==> src/rtl/alu_acc_pkg.sv <==
// alu_acc_pkg: shared types for the accumulator ALU engine.
// Holds the 4-bit opcode enum, the engine FSM states and the bit
// positions of the packed flag register.
package alu_acc_pkg;

    typedef enum logic [3:0] {
        OP_ADD  = 4'd0,
        OP_SUB  = 4'd1,
        OP_AND  = 4'd2,
        OP_OR   = 4'd3,
        OP_XOR  = 4'd4,
        OP_NOT  = 4'd5,
        OP_SHL  = 4'd6,
        OP_SHR  = 4'd7,
        OP_ROL  = 4'd8,
        OP_ROR  = 4'd9,
        OP_PASS = 4'd10,
        OP_CMP  = 4'd11,
        OP_MUL  = 4'd12,
        OP_INC  = 4'd13,
        OP_DEC  = 4'd14,
        OP_CLR  = 4'd15
    } op_e;

    typedef enum logic {
        ST_IDLE    = 1'b0,
        ST_MUL_RUN = 1'b1
    } state_e;

    // Bit positions inside the packed flag register
    localparam int unsigned FLAG_C    = 0;
    localparam int unsigned FLAG_Z    = 1;
    localparam int unsigned FLAG_N    = 2;
    localparam int unsigned FLAG_V    = 3;
    localparam int unsigned NUM_FLAGS = 4;

endpackage

==> src/rtl/alu_acc_engine_alu_core.sv <==
// alu_core: purely combinational WIDTH-bit ALU for every opcode except MUL.
// Ports:
//   op     - operation code
//   a, b   - operands (b ignored by shifts/rotates/NOT/INC/DEC/CLR)
//   result - ALU result
//   carry  - carry/borrow/shifted-out bit, 0 for logic ops
//   ovf    - signed overflow for arithmetic ops, 0 otherwise
module alu_core
    import alu_acc_pkg::*;
#(
    parameter int unsigned WIDTH = 8
) (
    input  op_e              op,
    input  logic [WIDTH-1:0] a,
    input  logic [WIDTH-1:0] b,
    output logic [WIDTH-1:0] result,
    output logic             carry,
    output logic             ovf
);

    localparam int unsigned MSB = WIDTH - 1;

    logic [WIDTH-1:0] b_arith;
    logic [WIDTH:0]   sum;
    logic [WIDTH:0]   diff;

    // INC/DEC reuse the adder/subtractor with a constant 1 operand
    always_comb begin
        b_arith = ((op == OP_INC) || (op == OP_DEC)) ? WIDTH'(1) : b;
        sum     = {1'b0, a} + {1'b0, b_arith};
        diff    = {1'b0, a} - {1'b0, b_arith};
    end

    // Result and flag selection
    always_comb begin
        result = '0;
        carry  = 1'b0;
        ovf    = 1'b0;
        case (op)
            OP_ADD, OP_INC: begin
                result = sum[MSB:0];
                carry  = sum[WIDTH];
                ovf    = (a[MSB] == b_arith[MSB]) && (sum[MSB] != a[MSB]);
            end
            OP_SUB, OP_CMP, OP_DEC: begin
                result = diff[MSB:0];
                carry  = diff[WIDTH];   // borrow: a < b unsigned
                ovf    = (a[MSB] != b_arith[MSB]) && (diff[MSB] != a[MSB]);
            end
            OP_AND:  result = a & b;
            OP_OR:   result = a | b;
            OP_XOR:  result = a ^ b;
            OP_NOT:  result = ~a;
            OP_SHL: begin
                result = {a[MSB-1:0], 1'b0};
                carry  = a[MSB];
            end
            OP_SHR: begin
                result = {1'b0, a[MSB:1]};
                carry  = a[0];
            end
            OP_ROL: begin
                result = {a[MSB-1:0], a[MSB]};
                carry  = a[MSB];
            end
            OP_ROR: begin
                result = {a[0], a[MSB:1]};
                carry  = a[0];
            end
            OP_PASS: result = b;
            default: result = '0;   // CLR; MUL is handled by the engine
        endcase
    end

endmodule

==> src/rtl/alu_acc_engine.sv <==
// alu_acc_engine: WIDTH-bit ALU feeding NUM_ACC accumulators, with a
// valid/ready operation handshake, registered flags and a WIDTH-cycle
// shift-add multiplier.
// Ports:
//   clk, clb                       - clock, synchronous active-high reset
//   op_valid/op_ready              - operation handshake
//   op_sel, src_acc, a_idx, dst_idx, in_a, in_b - operation fields
//   res_valid, res_data            - result pulse and held last result
//   carry_out, zero, neg, ovf      - registered flags
//   rd_idx, rd_data                - combinational accumulator read port
module alu_acc_engine
    import alu_acc_pkg::*;
#(
    parameter int unsigned WIDTH   = 8,
    parameter int unsigned NUM_ACC = 4,
    parameter int unsigned IDXW    = (NUM_ACC > 1) ? $clog2(NUM_ACC) : 1
) (
    input  logic             clk,
    input  logic             clb,
    input  logic             op_valid,
    output logic             op_ready,
    input  logic [3:0]       op_sel,
    input  logic             src_acc,
    input  logic [IDXW-1:0]  a_idx,
    input  logic [IDXW-1:0]  dst_idx,
    input  logic [WIDTH-1:0] in_a,
    input  logic [WIDTH-1:0] in_b,
    output logic             res_valid,
    output logic [WIDTH-1:0] res_data,
    output logic             carry_out,
    output logic             zero,
    output logic             neg,
    output logic             ovf,
    input  logic [IDXW-1:0]  rd_idx,
    output logic [WIDTH-1:0] rd_data
);

    localparam int unsigned PW   = 2 * WIDTH;
    localparam int unsigned CNTW = $clog2(WIDTH);

    logic [WIDTH-1:0]     acc_q [NUM_ACC];
    state_e               state_q, state_d;
    logic                 op_ready_q, res_valid_q;
    logic [WIDTH-1:0]     res_data_q;
    logic [NUM_FLAGS-1:0] flags_q;

    logic [PW-1:0]        mcand_q, prod_q, prod_step;
    logic [WIDTH-1:0]     mplier_q;
    logic [CNTW-1:0]      cnt_q;
    logic [IDXW-1:0]      dst_q;

    op_e                  op;
    logic                 xfer, last_step, mul_start;
    logic [WIDTH-1:0]     op_a, alu_res;
    logic                 alu_c, alu_v;

    logic                 wr_en, wr_acc, wr_c, wr_v;
    logic [IDXW-1:0]      wr_idx;
    logic [WIDTH-1:0]     wr_data;

    assign op        = op_e'(op_sel);
    assign xfer      = op_valid && op_ready_q;
    assign mul_start = xfer && (op == OP_MUL);
    assign last_step = (cnt_q == CNTW'(WIDTH - 1));
    assign prod_step = prod_q + (mplier_q[0] ? mcand_q : '0);

    assign op_ready  = op_ready_q;
    assign res_valid = res_valid_q;
    assign res_data  = res_data_q;
    assign carry_out = flags_q[FLAG_C];
    assign zero      = flags_q[FLAG_Z];
    assign neg       = flags_q[FLAG_N];
    assign ovf       = flags_q[FLAG_V];

    // Operand A and read-port muxes; out-of-range indices read as 0
    always_comb begin
        op_a = in_a;
        if (src_acc) begin
            op_a = '0;
            for (int unsigned i = 0; i < NUM_ACC; i++)
                if (a_idx == IDXW'(i)) op_a = acc_q[i];
        end
        rd_data = '0;
        for (int unsigned i = 0; i < NUM_ACC; i++)
            if (rd_idx == IDXW'(i)) rd_data = acc_q[i];
    end

    alu_core #(.WIDTH(WIDTH)) u_alu_core (
        .op     (op),
        .a      (op_a),
        .b      (in_b),
        .result (alu_res),
        .carry  (alu_c),
        .ovf    (alu_v)
    );

    // FSM state register
    always_ff @(posedge clk) begin
        if (clb) state_q <= ST_IDLE;
        else     state_q <= state_d;
    end

    // Next state and write-back selection
    always_comb begin
        state_d = state_q;
        wr_en   = 1'b0;
        wr_acc  = 1'b0;
        wr_idx  = dst_idx;
        wr_data = alu_res;
        wr_c    = alu_c;
        wr_v    = alu_v;
        case (state_q)
            ST_IDLE: begin
                if (mul_start) begin
                    state_d = ST_MUL_RUN;
                end else if (xfer) begin
                    wr_en  = 1'b1;
                    wr_acc = (op != OP_CMP);
                end
            end
            ST_MUL_RUN: begin
                if (last_step) begin
                    state_d = ST_IDLE;
                    wr_en   = 1'b1;
                    wr_acc  = 1'b1;
                    wr_idx  = dst_q;
                    wr_data = prod_step[WIDTH-1:0];
                    wr_c    = |prod_step[PW-1:WIDTH];
                    wr_v    = |prod_step[PW-1:WIDTH];
                end
            end
            default: state_d = ST_IDLE;
        endcase
    end

    // Registered outputs, accumulators and multiplier datapath
    always_ff @(posedge clk) begin
        if (clb) begin
            op_ready_q  <= 1'b1;
            res_valid_q <= 1'b0;
            res_data_q  <= '0;
            flags_q     <= '0;
            mcand_q     <= '0;
            prod_q      <= '0;
            mplier_q    <= '0;
            cnt_q       <= '0;
            dst_q       <= '0;
            for (int unsigned i = 0; i < NUM_ACC; i++) acc_q[i] <= '0;
        end else begin
            op_ready_q  <= (state_d == ST_IDLE);
            res_valid_q <= wr_en;
            if (wr_en) begin
                res_data_q       <= wr_data;
                flags_q[FLAG_C]  <= wr_c;
                flags_q[FLAG_Z]  <= (wr_data == '0);
                flags_q[FLAG_N]  <= wr_data[WIDTH-1];
                flags_q[FLAG_V]  <= wr_v;
            end
            for (int unsigned i = 0; i < NUM_ACC; i++)
                if (wr_en && wr_acc && (wr_idx == IDXW'(i))) acc_q[i] <= wr_data;

            // Operands are captured at issue so the accumulator may be overwritten
            if ((state_q == ST_IDLE) && mul_start) begin
                mcand_q  <= PW'(op_a);
                mplier_q <= in_b;
                prod_q   <= '0;
                cnt_q    <= '0;
                dst_q    <= dst_idx;
            end else if (state_q == ST_MUL_RUN) begin
                prod_q   <= prod_step;
                mcand_q  <= mcand_q << 1;
                mplier_q <= mplier_q >> 1;
                cnt_q    <= cnt_q + CNTW'(1);
            end
        end
    end

endmodule

==> config.mk <==
export PLATFORM = sky130hd
export DESIGN_NAME = alu_acc_engine
export DESIGN_NICKNAME = d
export VERILOG_FILES = /design/src/rtl/alu_acc_pkg.sv /design/src/rtl/alu_acc_engine_alu_core.sv /design/src/rtl/alu_acc_engine.sv
export SDC_FILE = /design/constraint.sdc
export NUM_CORES = 1
export LEC_CHECK = 0
export CORE_ASPECT_RATIO = 1.4
export CORE_MARGIN = 2
export CORE_UTILIZATION = 56
export DETAILED_ROUTE_END_ITERATION = 10
export PLACE_DENSITY = 0.82
export SLEW_MARGIN = 0
export SYNTH_ARGS = -nofsm -noshare
export SYNTH_HDL_FRONTEND = slang
export SYNTH_SLANG_ARGS = --single-unit
==> constraint.sdc <==
create_clock -name clk -period 4.8 [get_ports clk]
set_input_delay 0.96 -clock clk [delete_from_list [all_inputs] [get_ports clk]]
set_output_delay 0.96 -clock clk [all_outputs]
set_load 0.05 [all_outputs]
; Word-level counts from Yosys, hierarchy flattened
; Memory sizes are Yosys's and may differ from the RTL's.
; Cells that the tools add are included.
[op_classes]
addsub = 4
n_mux = 54
bitwise_logic = 10
n_reduce_logical = 23
eq_ne = 29
[ops]
columns = cell, count
row1 = $mux W8, 20
row2 = $pmux W8 S11, 1
row3 = $eq A4 B4 Y1 const B, 7
row4 = $mux W1, 25
row5 = $add A16 B16 Y16, 1
row6 = $eq A4 B3 Y1 const B, 4
row7 = $mux W16, 1
row8 = $eq A2 B2 Y1 const B, 6
row9 = $logic_and A1 B1 Y1, 10
row10 = $add A8 B8 Y9, 1
row11 = $sub A8 B8 Y9, 1
row12 = $and A8 B8 Y8, 1
row13 = $eq A4 B2 Y1 const B, 2
row14 = $logic_not A8 Y1, 1
row15 = $not A8 Y8, 1
row16 = $or A8 B8 Y8, 1
row17 = $pmux W1 S2, 4
row18 = $reduce_or A2 Y1, 4
row19 = $reduce_or A8 Y1, 1
row20 = $xor A8 B8 Y8, 1
row21 = $eq A2 B1 Y1 const B, 3
row22 = $logic_not A2 Y1, 3
row23 = $eq A4 B1 Y1 const B, 1
row24 = $logic_not A4 Y1, 1
row25 = 12 further kinds, 19
[totals]
mem_bits_rw = 32
wordCells = 132
regBits = 60
memories = 1
in_bits = 30
output_inout_bits = 22
[mem_list]
columns = name, depth, width, rd, rd_clocked_by_memory_dff, wr, line
row1 = acc_q, 4, 8, 4, 0, 4, alu_acc_engine.sv:41  ; logic [WIDTH-1:0] acc_q [NUM_ACC];

; Logic depth before layout (Yosys ltp)
; Gate-level depths: netlist (run 1).
[depth]
ltp_word = 12
depth_mapped = 16
ltp_nobuf = 14

; Hierarchy
; Synthesis (run 1) repeated with hierarchy kept, for this count alone.
[unflattened]
hier_cells = 768
area_unflattened_um2 = 6862.8
[by_module_without_submodules]
columns = mod, area_per_inst_um2, cells_each, instances, seq_area_each_um2
row1 = alu_acc_engine, 5076.1, 515, 1, 2142.1
row2 = alu_core, 1786.7, 253, 1, 0.0

; Worst setup path before layout (run 1)
; No wires, ideal clock.
[synth_path]
path_kind = input-to-reg
startpoint = input op_sel[3]
endpoint = memory acc_q[0][6], data pin
path_stages = 15
required_time_ns = 4.532
slack_ns = 0.545
arrival_time_ns = 3.987
path_cell_list = buf_2 -> buf_2 -> buf_1 -> nand3_1 -> nand2_1 -> ha_1 -> inv_1 -> fa_1 -> o311a_1 -> o31a_1 -> a221o_1 -> nand2_1 -> a21oi_1 -> a21oi_1 -> nor2_1
[synth_lines]
columns = item, line
row1 = start: declaration, alu_acc_engine.sv:22  ; input logic [3:0] op_sel,
row2 = end: declaration, alu_acc_engine.sv:41

==> results.py, run 1 <==
metrics = {
    "synth": {
        "synth.cells.most_frequent": "117 x sky130_fd_sc_hd__nor2_1, 59 x sky130_fd_sc_hd__dfxtp_1, 55 x sky130_fd_sc_hd__a21oi_1",
        "synth_most_common_cell": "sky130_fd_sc_hd__nor2_1",
        "post-synth-top-area-fraction_pct": 17.6,
        "synth.area.top_cells": "sky130_fd_sc_hd__dfxtp_1 18%, sky130_fd_sc_hd__edfxtp_1 14%, sky130_fd_sc_hd__ha_1 9.3%",
        "synth-async-reset-ratio_pct": 0,
        "synthesis.area_um2": 6690,
        "synthesis.nets": 832,
        "post-synth-top-area-cell": "sky130_fd_sc_hd__dfxtp_1",
        "yosys_warnings": 0,
        "synth_cell_type_count": 81,
        "synth-edff-count": 32,
        "synth_area_per_cell_um2": 8.94,
        "synth-seq-cells": 91,
        "synth-seq-area-share_pct": 32.0,
        "postSynth.topFlopCell": "sky130_fd_sc_hd__dfxtp_1",
        "syn_inst": 749,
    },
    "power": {
        "intPower_uw": 1420,
        "peakVddDrop_mv": 0.344,
        "swShare_pct": 32.6,
        "fin_total_pwr_uw": 2110,
        "power_density_nw_per_um2": 272,
        "combinationalPowerShare_pct": 26.9,
        "power_leakage_uw": 0.00308,
        "p_sw_uw": 687,
        "seq_power_share_pct": 40.2,
        "power.clock.fraction_pct": 32.9,
    },
    "min_path": {
        "endpoint_of_the_worst_hold_path": "prod_q[15]",
        "worstHoldPathCells": 2,
        "worst_hold_path_type": "reg2reg",
        "min-delay-start": "prod_q[15]",
    },
    "timing": {
        "report.final.slew_viol_count": 0,
        "slew_hr_pct": 40.7,
        "setup_viol_count_final": 0,
        "measured_slew_at_the_worst_slew_check_pin_ps": 890,
        "timing_hold_violations_final": 0,
        "final.period_utilization_pct": 91.7,
        "tns_ps": 0,
        "setup_slack_ps": 400,
        "fmaxAchievable_ghz": 0.227,
        "whs_ps": 453,
        "final_period_minus_worst_setup_slack_ps": 4400,
        "grt_setup_unrepaired": "false",
        "skew_ps": 12.9,
    },
    "floorplan": {
        "start_util_pct": 56.9,
        "chipWidth_um": 96.4,
        "die_area_um2": 12900,
        "dieHeight_um": 133,
        "site_row_count": 47,
        "top_level_pins": 52,
        "core_area_um2": 11800,
    },
    "routing": {
        "wire_per_inst_um": 19.0,
        "via_per_inst": 6.20,
        "routed_via_count": 5912,
        "drtIter0Drc": 455,
        "antenna_violating_nets_post_route": 0,
        "remaining_drc_errors": 0,
        "firstDrtPassIters": 5,
        "wirelength_um": 18100,
    },
    "critical_path": {
        "r2r-start": "mplier_q[0]",
        "critPathArrivalTime_ps": 4480,
        "class_of_the_most_critical_setup_path": "in2reg",
        "reg2reg_slack_ps": 1170,
        "endpoint_kind": "flip-flop",
        "rr_worst_depth": 12,
        "worstPathRequired_ps": 4880,
        "crit_path_max_fanout": 10,
        "regToRegEndpoint": "flags_q[0]",
        "crit_path_start_kind": "input pin",
    },
    "placement": {
        "pre_cts_slack_ps": 84.9,
        "post-dp-hpwl_um": 14100,
        "input_output_buffers": 51,
        "dpl.cell_count": 937,
        "gpl.final_weighted_congestion": 0.930,
    },
    "clocking": {
        "gates_resized_cts_repair": 0,
        "cts_sinks": 91,
        "cts_buffers": 9,
        "insertion_delay_to_the_later_sink_of_the_worst_skew_pair_ps": 350,
        "clock_tree_from_tritoncts": "built",
        "htree_levels": 3,
        "clk_transition_reported_paths_ps": 70,
        "cts_hold_buf": 0,
        "cts_root_buffer": "sky130_fd_sc_hd__clkbuf_16",
        "post_cts_buffers": 0,
        "clock_path_buffers": 2,
    },
    "cells_and_area": {
        "finish.net_count": 884,
        "num-fill-cells": 953,
        "areaGrowthSynthToFinish_pct": 15.7,
        "final-instance-count-excl-fill": 953,
        "post_route_cells_drive_above_1_share_pct": 10.8,
        "antennaDiodeCount": 0,
    },
    "run": {
        "cap_viol_max_count": 0,
    },
    "global_route": {
        "grt_pass1_wl_um": 29000,
        "grtUsageTotal_pct": 28.8,
        "grt.overflow.total": 0,
        "grt_start_max_net_pins": 37,
        "grt_pass1_vias": 5905,
        "antenna_found_initial": 0,
    },
    "outcome": {
        "run_status": "complete, no violations",
    },
}
==> sequential cells by signal, indices dropped and copies added, names as in the netlist <==
name,cells
mplier_q,8
mcand_q,16
state_q,1
dst_q,2
res_data,7
acc_q,32
op_ready,1
flags_q,4
cnt_q,3
prod_q,16
res_valid,1
==> power by group through the flow <==
stage               sequential (µW)  combinational (µW)  clock (µW)
finish                          848                 568         694
global route                    851                 609         739
CTS                             848                 563         705
detailed placement              866                 559           0
global placement                863                 550           0
floorplan                       888                 334           0
==> critical path, stage by stage <==
cell	delay (ps)
sky130_fd_sc_hd__clkdlybuf4s50_1	560
sky130_fd_sc_hd__buf_4	250
sky130_fd_sc_hd__mux4_2	570
sky130_fd_sc_hd__mux2i_4	160
sky130_fd_sc_hd__inv_1	100
sky130_fd_sc_hd__ha_1	390
sky130_fd_sc_hd__nor3_1	170
sky130_fd_sc_hd__o21a_1	210
sky130_fd_sc_hd__o31ai_1	100
sky130_fd_sc_hd__buf_4	150
sky130_fd_sc_hd__xnor2_1	110
sky130_fd_sc_hd__nand2_1	70
sky130_fd_sc_hd__a31oi_1	110
sky130_fd_sc_hd__a21oi_1	420
sky130_fd_sc_hd__nor2_1	120
==> cells by family (layout without fill, tap and decap cells) <==
group	after synthesis	after routing	synth area share, %
DFF	91	91	32.0
buffers and inverters	85	142	5.29
AOI/OAI and AO/OA	190	190	19.9
xor gates and xnor gates	18	18	2.36
muxes	66	66	12.7
and+or+nand+nor	246	246	17.5
adders and majority gates	53	53	10.2
==> metal layers <==
layer	up-vias	part of all wire, %	GRT usage (%)
li1	2836	-	-
met1	2878	40	34.2
met2	165	54	52.6
met3	33	4.0	3.79
met4	0	2.5	9.08
met5	-	0	0
==> cell type report <==
class	count	area (µm²)	share of cell area, %
multi-input cells	573	4200	54.2
well taps	147	184	2.37
clock buffers	9	225	2.91
repair buffers	84	758	9.79
flip-flops and latches	91	2140	27.7
clock inverters	7	78.8	1.02
inverters	42	159	2.05
==> per-stage QoR <==
step           util (%)  cell area (µm²)
3_5_place_dp       63.3             7440
2_1_floorplan         -             6690
6_report           65.9             7750
4_1_cts            65.9             7750
5_1_grt            65.9             7750
3_3_place_gp       63.3             7440
==> cells in the final DEF, fill, tap and decap left out, types with 32 or more instances in the layout <==
cell	instances
sky130_fd_sc_hd__a21oi_1	55
sky130_fd_sc_hd__buf_4	33
sky130_fd_sc_hd__clkdlybuf4s50_1	51
sky130_fd_sc_hd__dfxtp_1	58
sky130_fd_sc_hd__edfxtp_1	32
sky130_fd_sc_hd__ha_1	50
sky130_fd_sc_hd__inv_1	39
sky130_fd_sc_hd__mux2i_1	46
sky130_fd_sc_hd__nand2_1	36
sky130_fd_sc_hd__nor2_1	117
==> how the worst max path moves through the flow <==
stage,start,cells past startpoint,to,slack (ps)
floorplan,op_sel[3],15,acc_q[0][6],540
global placement,a_idx[0],14,acc_q[0][6],180
detailed placement,a_idx[0],15,acc_q[3][7],80
CTS,a_idx[0],15,acc_q[3][7],400
global route,a_idx[0],13,acc_q[3][7],140
finish,a_idx[0],15,acc_q[3][7],400
Power figures use the tool's default switching activity.
==> run 2: changes to the inputs <==
- CORE_UTILIZATION: 56 -> 45
- GPL_TIMING_DRIVEN: unset -> 0
- PLACE_DENSITY: 0.82 -> 0.72
- clock period: 4.8 -> 3.85 ns (I/O delays scaled with it)
==> run 2 against run 1 <==
  * Flip-flop and latch count did not move
  * Final cell count rose by 8.0%
  * Core utilization fell by 8.5 points
  * Count of clock-buffer cells in the layout did not move
  * Critical path type unchanged
  * Highest routed layer unchanged
==> results.py, run 2 (synthesis results as in run 1) <==
metrics = {
    "outcome": {
        "run_status": "complete, no violations",
    },
    "global_route": {
        "antenna_found_initial": 0,
        "grt_start_max_net_pins": 19,
        "grtUsageTotal_pct": 24.2,
        "grt.overflow.total": 0,
        "grt_pass1_wl_um": 30100,
        "grt_pass1_vias": 5971,
    },
    "timing": {
        "skew_ps": 9.60,
        "timing_hold_violations_final": 0,
        "setup_viol_count_final": 0,
        "setup_slack_ps": 28.7,
        "measured_slew_at_the_worst_slew_check_pin_ps": 1290,
        "slew_hr_pct": 13.3,
        "fmaxAchievable_ghz": 0.262,
        "report.final.slew_viol_count": 0,
        "final_period_minus_worst_setup_slack_ps": 3820,
        "final.period_utilization_pct": 99.3,
    },
    "placement": {
        "placed_area_um2": 7420,
        "post-dp-hpwl_um": 14100,
        "input_output_buffers": 47,
        "pre_cts_slack_ps": -1300,
        "gpl.final_weighted_congestion": 0.953,
    },
    "power": {
        "combinationalPowerShare_pct": 29.4,
        "p_sw_uw": 930,
        "power_leakage_uw": 0.00321,
        "power_density_nw_per_um2": 339,
        "power.clock.fraction_pct": 33.3,
        "peakVddDrop_mv": 0.210,
        "intPower_uw": 1890,
        "seq_power_share_pct": 37.3,
        "swShare_pct": 32.9,
    },
    "clocking": {
        "htree_levels": 3,
        "cts_root_buffer": "sky130_fd_sc_hd__clkbuf_16",
        "clk_transition_reported_paths_ps": 70,
        "insertion_delay_to_the_later_sink_of_the_worst_skew_pair_ps": 350,
        "cts_sinks": 91,
        "clock_tree_from_tritoncts": "built",
        "cts_buffers": 9,
        "clock_path_buffers": 2,
    },
    "routing": {
        "firstDrtPassIters": 5,
        "routed_via_count": 6078,
        "antenna_violating_nets_post_route": 0,
        "via_per_inst": 5.91,
        "wirelength_um": 19300,
        "wire_per_inst_um": 18.8,
        "drtIter0Drc": 305,
        "remaining_drc_errors": 0,
    },
    "cells_and_area": {
        "mostFrequentLayoutCell": "sky130_fd_sc_hd__nor2_1",
        "finish.net_count": 918,
        "largest_register_ff_count": 32,
        "most-common-layout-cells": "117 x sky130_fd_sc_hd__nor2_1, 59 x sky130_fd_sc_hd__dfxtp_1, 47 x sky130_fd_sc_hd__a21oi_1, 46 x sky130_fd_sc_hd__ha_1, 43 x sky130_fd_sc_hd__mux2i_1",
        "post-route-cell-area_um2": 8320,
        "antennaDiodeCount": 0,
        "num-fill-cells": 1280,
        "multi_input_area_um2": 4530,
        "layout.area.seq_um2": 2140,
        "post_route_cells_drive_above_1_share_pct": 17.3,
        "largest_register_by_flop_count": "acc_q",
        "top_regs": "acc_q: 32 flops, mcand_q: 16 flops, prod_q: 16 flops",
        "fin_util_pct": 57.3,
        "areaGrowthSynthToFinish_pct": 24.2,
    },
    "floorplan": {
        "top_level_pins": 52,
        "dieHeight_um": 148,
        "chipWidth_um": 107,
        "core_area_um2": 14500,
        "die_area_um2": 15900,
        "start_util_pct": 46.1,
        "site_row_count": 52,
    },
    "min_path": {
        "worst_hold_path_type": "reg2reg",
    },
    "critical_path": {
        "cpPeakStageDelay_ps": 540,
        "critPathArrivalTime_ps": 4110,
        "critical-path-slowest-cell": "sky130_fd_sc_hd__fa_1",
        "class_of_the_most_critical_setup_path": "in2reg",
        "endpoint_kind": "flip-flop",
        "crit_path_max_fanout": 10,
        "worstPathRequired_ps": 4140,
        "crit_path_start_kind": "input pin",
        "cp_cell_sequence": "dlygate4sd2_1 > buf_6 > buf_8 > xor2_4 > nand3_4 > buf_4 > nand2_2 > inv_1 > fa_1 > nand2b_1 > o32ai_1 > a222oi_1 > o211ai_1 > a21oi_2 > nand3_1 > and4bb_1 > a41o_1",
    },
    "run": {
        "cap_viol_max_count": 0,
    },
}
-- run 2: cell types whose count changed in the layout (fill, tap and decap cells not counted), moves of 5 or more --
| cell | previous run | this run |
|---|---|---|
| sky130_fd_sc_hd__o21ai_0 | 22 | 17 |
| sky130_fd_sc_hd__clkbuf_1 | 0 | 19 |
| sky130_fd_sc_hd__buf_6 | 0 | 5 |
| sky130_fd_sc_hd__buf_2 | 0 | 8 |
| sky130_fd_sc_hd__a21oi_1 | 55 | 47 |
| sky130_fd_sc_hd__a21oi_2 | 2 | 8 |
| sky130_fd_sc_hd__clkdlybuf4s50_1 | 51 | 41 |
-- run 2: critical path, delay by kind of cell --
kind | cells | cell delay, ps
xor gates and xnor gates | 1 | 200
adders and majority gates | 1 | 540
buffers and inverters | 5 | 790
AOI/OAI and AO/OA | 5 | 1070
and+or+nand+nor | 5 | 740
-- run 2: through the flow --
step,hold WS [ps],setup TNS (ps),std cells,total power (µW)
after floorplan,432,0,749,1530
after global placement,443,-42190,985,1740
after detailed placement,456,-43750,985,1740
after CTS,466,0,1020,2750
after global routing,484,-24.2,1029,2920
final,465,0,1029,2820
-- run 2: worst paths after layout --
check / from / to / slack, ps / cells after the start
setup reg to reg: mplier_q[0] / flags_q[3] / 320 / 11
setup / recovery: op_sel[1] / flags_q[1] / 30 / 17
hold reg to reg: prod_q[15] / prod_q[15] / 460 / 2
hold / removal: prod_q[15] / prod_q[15] / 460 / 2
-- run 2: power groups by stage --
stage	Clock, µW	Sequential, µW	Combinational, µW
detailed placement	0	1070	667
global placement	0	1070	664
floorplan	0	1110	421
finish	939	1050	829
global route	982	1060	882
CTS	948	1050	750
-- run 2: final cells by class --
class	instances	share of cell area, %
Tap cell	189	2.84
Multi-Input combinational cell	573	54.5
Buffer	41	2.69
Inverter	42	1.94
Sequential cell	91	25.8
Clock inverter	7	1.13
Clock buffer	9	2.71
Timing Repair Buffer	77	8.42
-- run 2: per-layer routing --
metal  vias to the layer above  wire, µm  global-route usage, %
li1                       2916         -                      -
met3                        76       970                   4.12
met4                         0      1000                   13.4
met1                      2863      7310                   26.3
met2                       223     10000                   43.9
met5                         -         0                      0
-- run 2: timing repair --
action,4_1_cts,5_1_grt
gates resized for setup,48,40
pin swaps,11,13
setup buffers,21,8
gates cloned,0,1
endpoints found under the setup margin,38,27
hold buffers,0,0
